## config.mk

```make
export PLATFORM = sky130hd
export DESIGN_NAME = pipe_hazard_ctrl
export DESIGN_NICKNAME = d
export VERILOG_FILES = /design/src/rtl/pipe_pkg.sv /design/src/rtl/pipe_fwd_cmp.sv /design/src/rtl/pipe_hazard_ctrl.sv
export SDC_FILE = /design/constraint.sdc
export NUM_CORES = 1
export LEC_CHECK = 0
export CORE_ASPECT_RATIO = 0.9
export CORE_MARGIN = 1.5
export CORE_UTILIZATION = 45
export DETAILED_ROUTE_END_ITERATION = 10
export PLACE_DENSITY = 0.72
export SLEW_MARGIN = 40
export SYNTH_ARGS = -nofsm -noshare
export SYNTH_HDL_FRONTEND = slang
export SYNTH_HIERARCHICAL = 1
export SYNTH_SLANG_ARGS = --single-unit
export TNS_END_PERCENT = 50
```

## constraint.sdc

```tcl
create_clock -name clk -period 2.7 [get_ports clk]
set_input_delay 0.54 -clock clk [delete_from_list [all_inputs] [get_ports clk]]
set_output_delay 0.54 -clock clk [all_outputs]
set_load 0.02 [all_outputs]
```

## src/rtl/pipe_pkg.sv

```systemverilog
// Shared encodings and shadow-entry layout for the 5-stage pipeline hazard controller.
package pipe_pkg;

  typedef enum logic [1:0] {
    FWD_RF  = 2'd0,
    FWD_EX  = 2'd1,
    FWD_MEM = 2'd2,
    FWD_WB  = 2'd3
  } fwd_sel_e;

  // Per-stage shadow flags; destination address and memory flag are held alongside.
  typedef struct packed {
    logic valid;
    logic rw;
    logic load;
  } sh_flags_t;

  localparam int STALL_W = 16;
  localparam int NUM_SH  = 3;

  // Lower index is the younger stage; the youngest forwardable writer wins.
  function automatic fwd_sel_e pickFwd(input logic [NUM_SH-1:0] ok);
    if (ok[0])      return FWD_EX;
    else if (ok[1]) return FWD_MEM;
    else if (ok[2]) return FWD_WB;
    return FWD_RF;
  endfunction

endpackage

```

## src/rtl/pipe_fwd_cmp.sv

```systemverilog
// Compares one in-flight shadow entry against one ID source operand.
module pipe_fwd_cmp #(
  parameter int RA_W = 5
) (
  input  logic            i_valid,
  input  logic            i_rw,
  input  logic            i_load,
  input  logic [RA_W-1:0] i_da,
  input  logic [RA_W-1:0] i_src,
  input  logic            i_use,
  output logic            o_hit,
  output logic            o_hit_load
);

  // Register 0 is hard-wired zero, so a write to it is never a producer.
  assign o_hit      = i_valid & i_rw & (i_da != '0) & i_use & (i_da == i_src);
  assign o_hit_load = o_hit & i_load;

endmodule

```

## src/rtl/pipe_hazard_ctrl.sv

```systemverilog
// Hazard, forwarding and flush controller: shadows EX/MEM/WB destinations and drives stage enables.
module pipe_hazard_ctrl #(
  parameter int RA_W       = 5,
  parameter int BR_PENALTY = 2,
  parameter int CNT_W      = 2
) (
  input  logic            clk,
  input  logic            rst_n,
  input  logic            i_id_valid,
  input  logic [RA_W-1:0] i_id_aa,
  input  logic [RA_W-1:0] i_id_ba,
  input  logic            i_id_use_a,
  input  logic            i_id_use_b,
  input  logic            i_id_rw,
  input  logic [RA_W-1:0] i_id_da,
  input  logic            i_id_load,
  input  logic            i_id_mem,
  input  logic            i_ex_br_taken,
  input  logic            i_dm_ack,
  output logic [1:0]      o_fwd_a_sel,
  output logic [1:0]      o_fwd_b_sel,
  output logic            o_pc_en,
  output logic            o_if_id_en,
  output logic            o_id_ex_en,
  output logic            o_ex_mem_en,
  output logic            o_mem_wb_en,
  output logic            o_if_id_kill,
  output logic            o_id_ex_kill,
  output logic            o_dm_req,
  output logic [15:0]     o_stall_cnt
);
  import pipe_pkg::*;

  localparam logic [CNT_W-1:0] KILL_INIT = CNT_W'((BR_PENALTY > 2) ? BR_PENALTY - 2 : 0);
  // Only an EX-stage load has no result yet; loads further down forward normally.
  localparam logic [NUM_SH-1:0] NOFWD_LOAD = 3'b001;

  sh_flags_t              r_ex, r_mem, r_wb;
  logic [RA_W-1:0]        r_exDa, r_memDa, r_wbDa;
  logic                   r_exMem, r_memMem;
  logic [CNT_W-1:0]       r_killCnt;
  logic [STALL_W-1:0]     r_stallCnt;

  logic [NUM_SH-1:0]      w_shValid, w_shRw, w_shLoad;
  logic [RA_W-1:0]        w_shDa [NUM_SH];
  logic [NUM_SH-1:0]      w_hitA, w_hitB, w_hitLoadA, w_hitLoadB;
  logic [NUM_SH-1:0]      w_fwdOkA, w_fwdOkB;
  logic                   w_dmReq, w_freeze, w_br, w_lu;

  assign w_shValid = {r_wb.valid, r_mem.valid, r_ex.valid};
  assign w_shRw    = {r_wb.rw,    r_mem.rw,    r_ex.rw};
  assign w_shLoad  = {r_wb.load,  r_mem.load,  r_ex.load};
  assign w_shDa[0] = r_exDa;
  assign w_shDa[1] = r_memDa;
  assign w_shDa[2] = r_wbDa;

  for (genvar g = 0; g < NUM_SH; g++) begin : g_cmp
    pipe_fwd_cmp #(.RA_W(RA_W)) u_cmpA (
      .i_valid(w_shValid[g]), .i_rw(w_shRw[g]), .i_load(w_shLoad[g]), .i_da(w_shDa[g]),
      .i_src(i_id_aa), .i_use(i_id_use_a), .o_hit(w_hitA[g]), .o_hit_load(w_hitLoadA[g])
    );
    pipe_fwd_cmp #(.RA_W(RA_W)) u_cmpB (
      .i_valid(w_shValid[g]), .i_rw(w_shRw[g]), .i_load(w_shLoad[g]), .i_da(w_shDa[g]),
      .i_src(i_id_ba), .i_use(i_id_use_b), .o_hit(w_hitB[g]), .o_hit_load(w_hitLoadB[g])
    );
  end

  assign w_fwdOkA = w_hitA & ~(w_hitLoadA & NOFWD_LOAD);
  assign w_fwdOkB = w_hitB & ~(w_hitLoadB & NOFWD_LOAD);

  // Freeze outranks a branch, and a branch outranks load-use (the stalled ID op is wrong-path).
  assign w_dmReq  = r_mem.valid & r_memMem;
  assign w_freeze = w_dmReq & ~i_dm_ack;
  assign w_br     = i_ex_br_taken & r_ex.valid & ~w_freeze;
  assign w_lu     = i_id_valid & (|((w_hitLoadA | w_hitLoadB) & NOFWD_LOAD)) & ~w_freeze & ~w_br;

  always_comb begin
    o_pc_en      = 1'b0;
    o_if_id_en   = 1'b0;
    o_id_ex_en   = 1'b0;
    o_ex_mem_en  = 1'b0;
    o_mem_wb_en  = 1'b0;
    o_if_id_kill = 1'b1;
    o_id_ex_kill = 1'b1;
    o_dm_req     = 1'b0;
    o_fwd_a_sel  = FWD_RF;
    o_fwd_b_sel  = FWD_RF;
    if (rst_n) begin
      o_dm_req     = w_dmReq;
      o_fwd_a_sel  = pickFwd(w_fwdOkA);
      o_fwd_b_sel  = pickFwd(w_fwdOkB);
      o_if_id_kill = 1'b0;
      o_id_ex_kill = 1'b0;
      if (!w_freeze) begin
        o_pc_en      = ~w_lu;
        o_if_id_en   = ~w_lu;
        o_id_ex_en   = 1'b1;
        o_ex_mem_en  = 1'b1;
        o_mem_wb_en  = 1'b1;
        o_if_id_kill = w_br | (r_killCnt != '0);
        o_id_ex_kill = w_br | w_lu;
      end
    end
  end

  always_ff @(posedge clk) begin
    if (!rst_n) begin
      r_ex       <= '0;
      r_mem      <= '0;
      r_wb       <= '0;
      r_exDa     <= '0;
      r_memDa    <= '0;
      r_wbDa     <= '0;
      r_exMem    <= 1'b0;
      r_memMem   <= 1'b0;
      r_killCnt  <= '0;
      r_stallCnt <= '0;
    end else begin
      if (o_id_ex_en) begin
        r_ex.valid <= i_id_valid & ~o_id_ex_kill;
        r_ex.rw    <= i_id_rw;
        r_ex.load  <= i_id_load;
        r_exDa     <= i_id_da;
        r_exMem    <= i_id_mem;
      end
      if (o_ex_mem_en) begin
        r_mem    <= r_ex;
        r_memDa  <= r_exDa;
        r_memMem <= r_exMem;
      end
      if (o_mem_wb_en) begin
        r_wb   <= r_mem;
        r_wbDa <= r_memDa;
      end
      if (!w_freeze) begin
        if (w_br)                   r_killCnt <= KILL_INIT;
        else if (r_killCnt != '0)   r_killCnt <= r_killCnt - 1'b1;
      end
      if ((w_freeze | w_lu) && (r_stallCnt != '1)) r_stallCnt <= r_stallCnt + 1'b1;
    end
  end

  assign o_stall_cnt = r_stallCnt;

endmodule

```

==> results.sh, run 1 <==
export IMPL_h_tree_depth=2
export IMPL_vias=2363
export IMPL_cts_inserted_buffers=5
export IMPL_rsz0062_at_grt="true"
export IMPL_layout_drive_gt1_share_pct=22.40
export IMPL_drc=0
export IMPL_initial_core_util_pct=48.01
export IMPL_ys_warn_count=6
export IMPL_cts_root_buffer="clkbuf_8"
export IMPL_pwr_share_seq_pct=47.6
export IMPL_antenna_found_initial=0
export IMPL_required_ps=2160
export IMPL_cp_max_fo=4
export IMPL_syn_nets=323
export IMPL_cts_tree="built"
export IMPL_fin_setup_tns_ps=-194.4
export IMPL_period_minus_slack_ps=2797
export IMPL_dr_pass1_iters=4
export IMPL_ir_worst_vdd_mv=0.3482
export IMPL_status="complete, but fails checks"
export IMPL_power_density_nw_per_um2=411.4
export IMPL_fp_row_count=24
export IMPL_port_buffers=52
export IMPL_criticalPathCategory="reg -> out"
export IMPL_clkTransAtPathRegs_ps=90
export IMPL_cap_violations=0
export IMPL_vias_per_cell=5.263
export IMPL_worst_pin_slew_ps=476.3
export IMPL_track_usage_pct=23.19
export IMPL_die_h_um=71.97
export IMPL_switchingPower_uw=401.3
export IMPL_internal_power_uw=1017
export IMPL_worst_setup_path_end_kind="output port"
export IMPL_hpwl_mm=4.659
export IMPL_postLayoutCoreUtil_pct=69.60
export IMPL_grt_pass1_vias=2253
export IMPL_min_path_type="reg -> reg"
export IMPL_syn_cell_area_um2=2379
export IMPL_drt_iter0_drc=72
export IMPL_die_width_um=79.64
export IMPL_hold_slack_ps=462.1
export IMPL_grt_max_degree=28
export IMPL_wl_mm=6.229
export IMPL_area_growth_pct=44.98
export IMPL_fin_total_pwr_uw=1419
export IMPL_grt_overflow=0
export IMPL_ant_nets=0
export IMPL_p_clk_share_pct=30.5
export IMPL_relSlewSlack_pct=68.25
export IMPL_postLayoutSetupSlackWorst_ps=-97.36
export IMPL_violations="negative setup slack"
export IMPL_final_cell_area_um2=3448
export IMPL_synth_area_per_cell_um2=8.036
export IMPL_placed_area_um2=3207
export IMPL_finalSetupViolations=2
export IMPL_io_pins=53
export IMPL_grt_first_pass_wirelength_mm=10.39
export IMPL_finClkSkew_ps=10.37
export IMPL_critPathArrivalTime_ps=2260
export IMPL_finalNetCount=410
export IMPL_core_area_um2=4955
export IMPL_cts_hold_buf=0
export IMPL_gp_congestion=0.8732
export IMPL_post_route_period_util_pct=103.6
export IMPL_route_detailed_wl_per_inst_um=13.87
export IMPL_leakagePower_uw=0.001313
export IMPL_fmax_ghz=0.3575
export IMPL_finalHoldViolations=0
export IMPL_cts_buffer_depth=2
export IMPL_cts_sinks=42
export IMPL_drv_slew=0
export IMPL_n_fill_cell=420
export IMPL_switching_share_pct=28.29
export IMPL_n_antenna_cell=0
export IMPL_p_comb_share_pct=22.0
export IMPL_worstSetupStartpointType="flop"
export IMPL_clkLatencyLatePin_ps=300
export IMPL_dieArea_um2=5731
export IMPL_synthCells=296
path summary, 6_finish.rpt:
check / startpoint / to / slack (ps) / depth (start not counted)
setup / recovery: r_exDa[3] / o_pc_en / -100 / 7
hold / removal: r_exMem / r_exMem / 460 / 2
setup reg to reg: r_exDa[3] / o_stall_cnt[6] / 130 / 11
hold reg to reg: r_exMem / r_exMem / 460 / 2
per-layer routing:
| layer | part of all wire (%) | track usage (%) | up-vias |
|---|---|---|---|
| met5 | 0 | 0 | - |
| met4 | 1.5 | 8.577 | 0 |
| met3 | 4.2 | 4.277 | 9 |
| met2 | 45 | 36.06 | 54 |
| met1 | 49 | 32.18 | 1090 |
| li1 | - | - | 1210 |
power by group through the flow:
| stage | registers (uW) | clock network, uW | logic (uW) |
|---|---|---|---|
| 2_1_floorplan | 685 | 0 | 161 |
| 3_3_place_gp | 686 | 0 | 282 |
| 3_5_place_dp | 688 | 0 | 288 |
| 4_1_cts | 674 | 439 | 299 |
| 5_1_grt | 679 | 458 | 347 |
| 6_report | 675 | 432 | 312 |
what timing repair did:
action / in CTS / in global routing
setup endpoints to repair: 9 / 10
setup buffers: 2 / 3
gates resized for setup: 48 / 17
cloned: 0 / 0
hold endpoints to repair: 0 / 0
pin swaps: 10 / 7
sequential cells by signal, summed over array words and instances (netlist names):
signal / flops
r_memMem: 1
r_exDa: 5
r_ex: 3
r_wb: 2
o_stall_cnt: 16
r_killCnt: 2
r_exMem: 1
r_memDa: 5
r_mem: 2
r_wbDa: 5
cell type report:
class	instances	area, um^2	share of cell area (%)
Clock buffer	6	82.58	2.395
Timing Repair Buffer	95	835.8	24.24
Multi-Input combinational cell	235	1577	45.72
Tap cell	65	81.33	2.358
Sequential cell	42	844.6	24.49
Clock inverter	2	12.51	0.3628
Inverter	4	15.01	0.4354
worst max-delay path, cell delays in order, from the launching register on:
cell,delay [ps]
dfxtp_2,340
or4_4,520
o211ai_1,180
buf_4,160
nor4_4,40
o21a_4,260
a211oi_4,280
buf_6,170
metrics by stage:
stage	instances	setup WS [ps]
floorplan	296	115.2
global placement	438	-558.2
detailed placement	438	-595.3
CTS	446	-113.5
global route	449	-151.8
finish	449	-97.36
cells in the final DEF (no fill, tap or decap), drive strengths merged, types with 2 or more instances in the layout:
cell type / count
inv: 4
a22oi: 2
and4: 2
nor4: 15
buf: 50
nor2: 21
nand2: 61
nor3: 5
clkbuf: 6
xor2: 6
o211a: 3
xnor2: 34
clkdlybuf4s50: 39
ha: 2
dlymetal6s2s: 4
dfxtp: 42
o21ai: 3
nand2b: 5
nand4: 4
a21oi: 30
dlygate4sd2: 2
nand3: 12
o211ai: 6
and3: 3
or4: 7
Power figures use the tool's default switching activity.
==> run 2, diff against run 1 <==
--- a/config.mk
+++ b/config.mk
@@ -5,6 +5,7 @@
 export SDC_FILE = /design/constraint.sdc
 export NUM_CORES = 1
 export LEC_CHECK = 0
+export CAP_MARGIN = 5
 export CORE_ASPECT_RATIO = 0.9
 export CORE_MARGIN = 1.5
 export CORE_UTILIZATION = 45
==> results of run 2 <==
Final layout, timing and power as in run 1 (identical DEF).
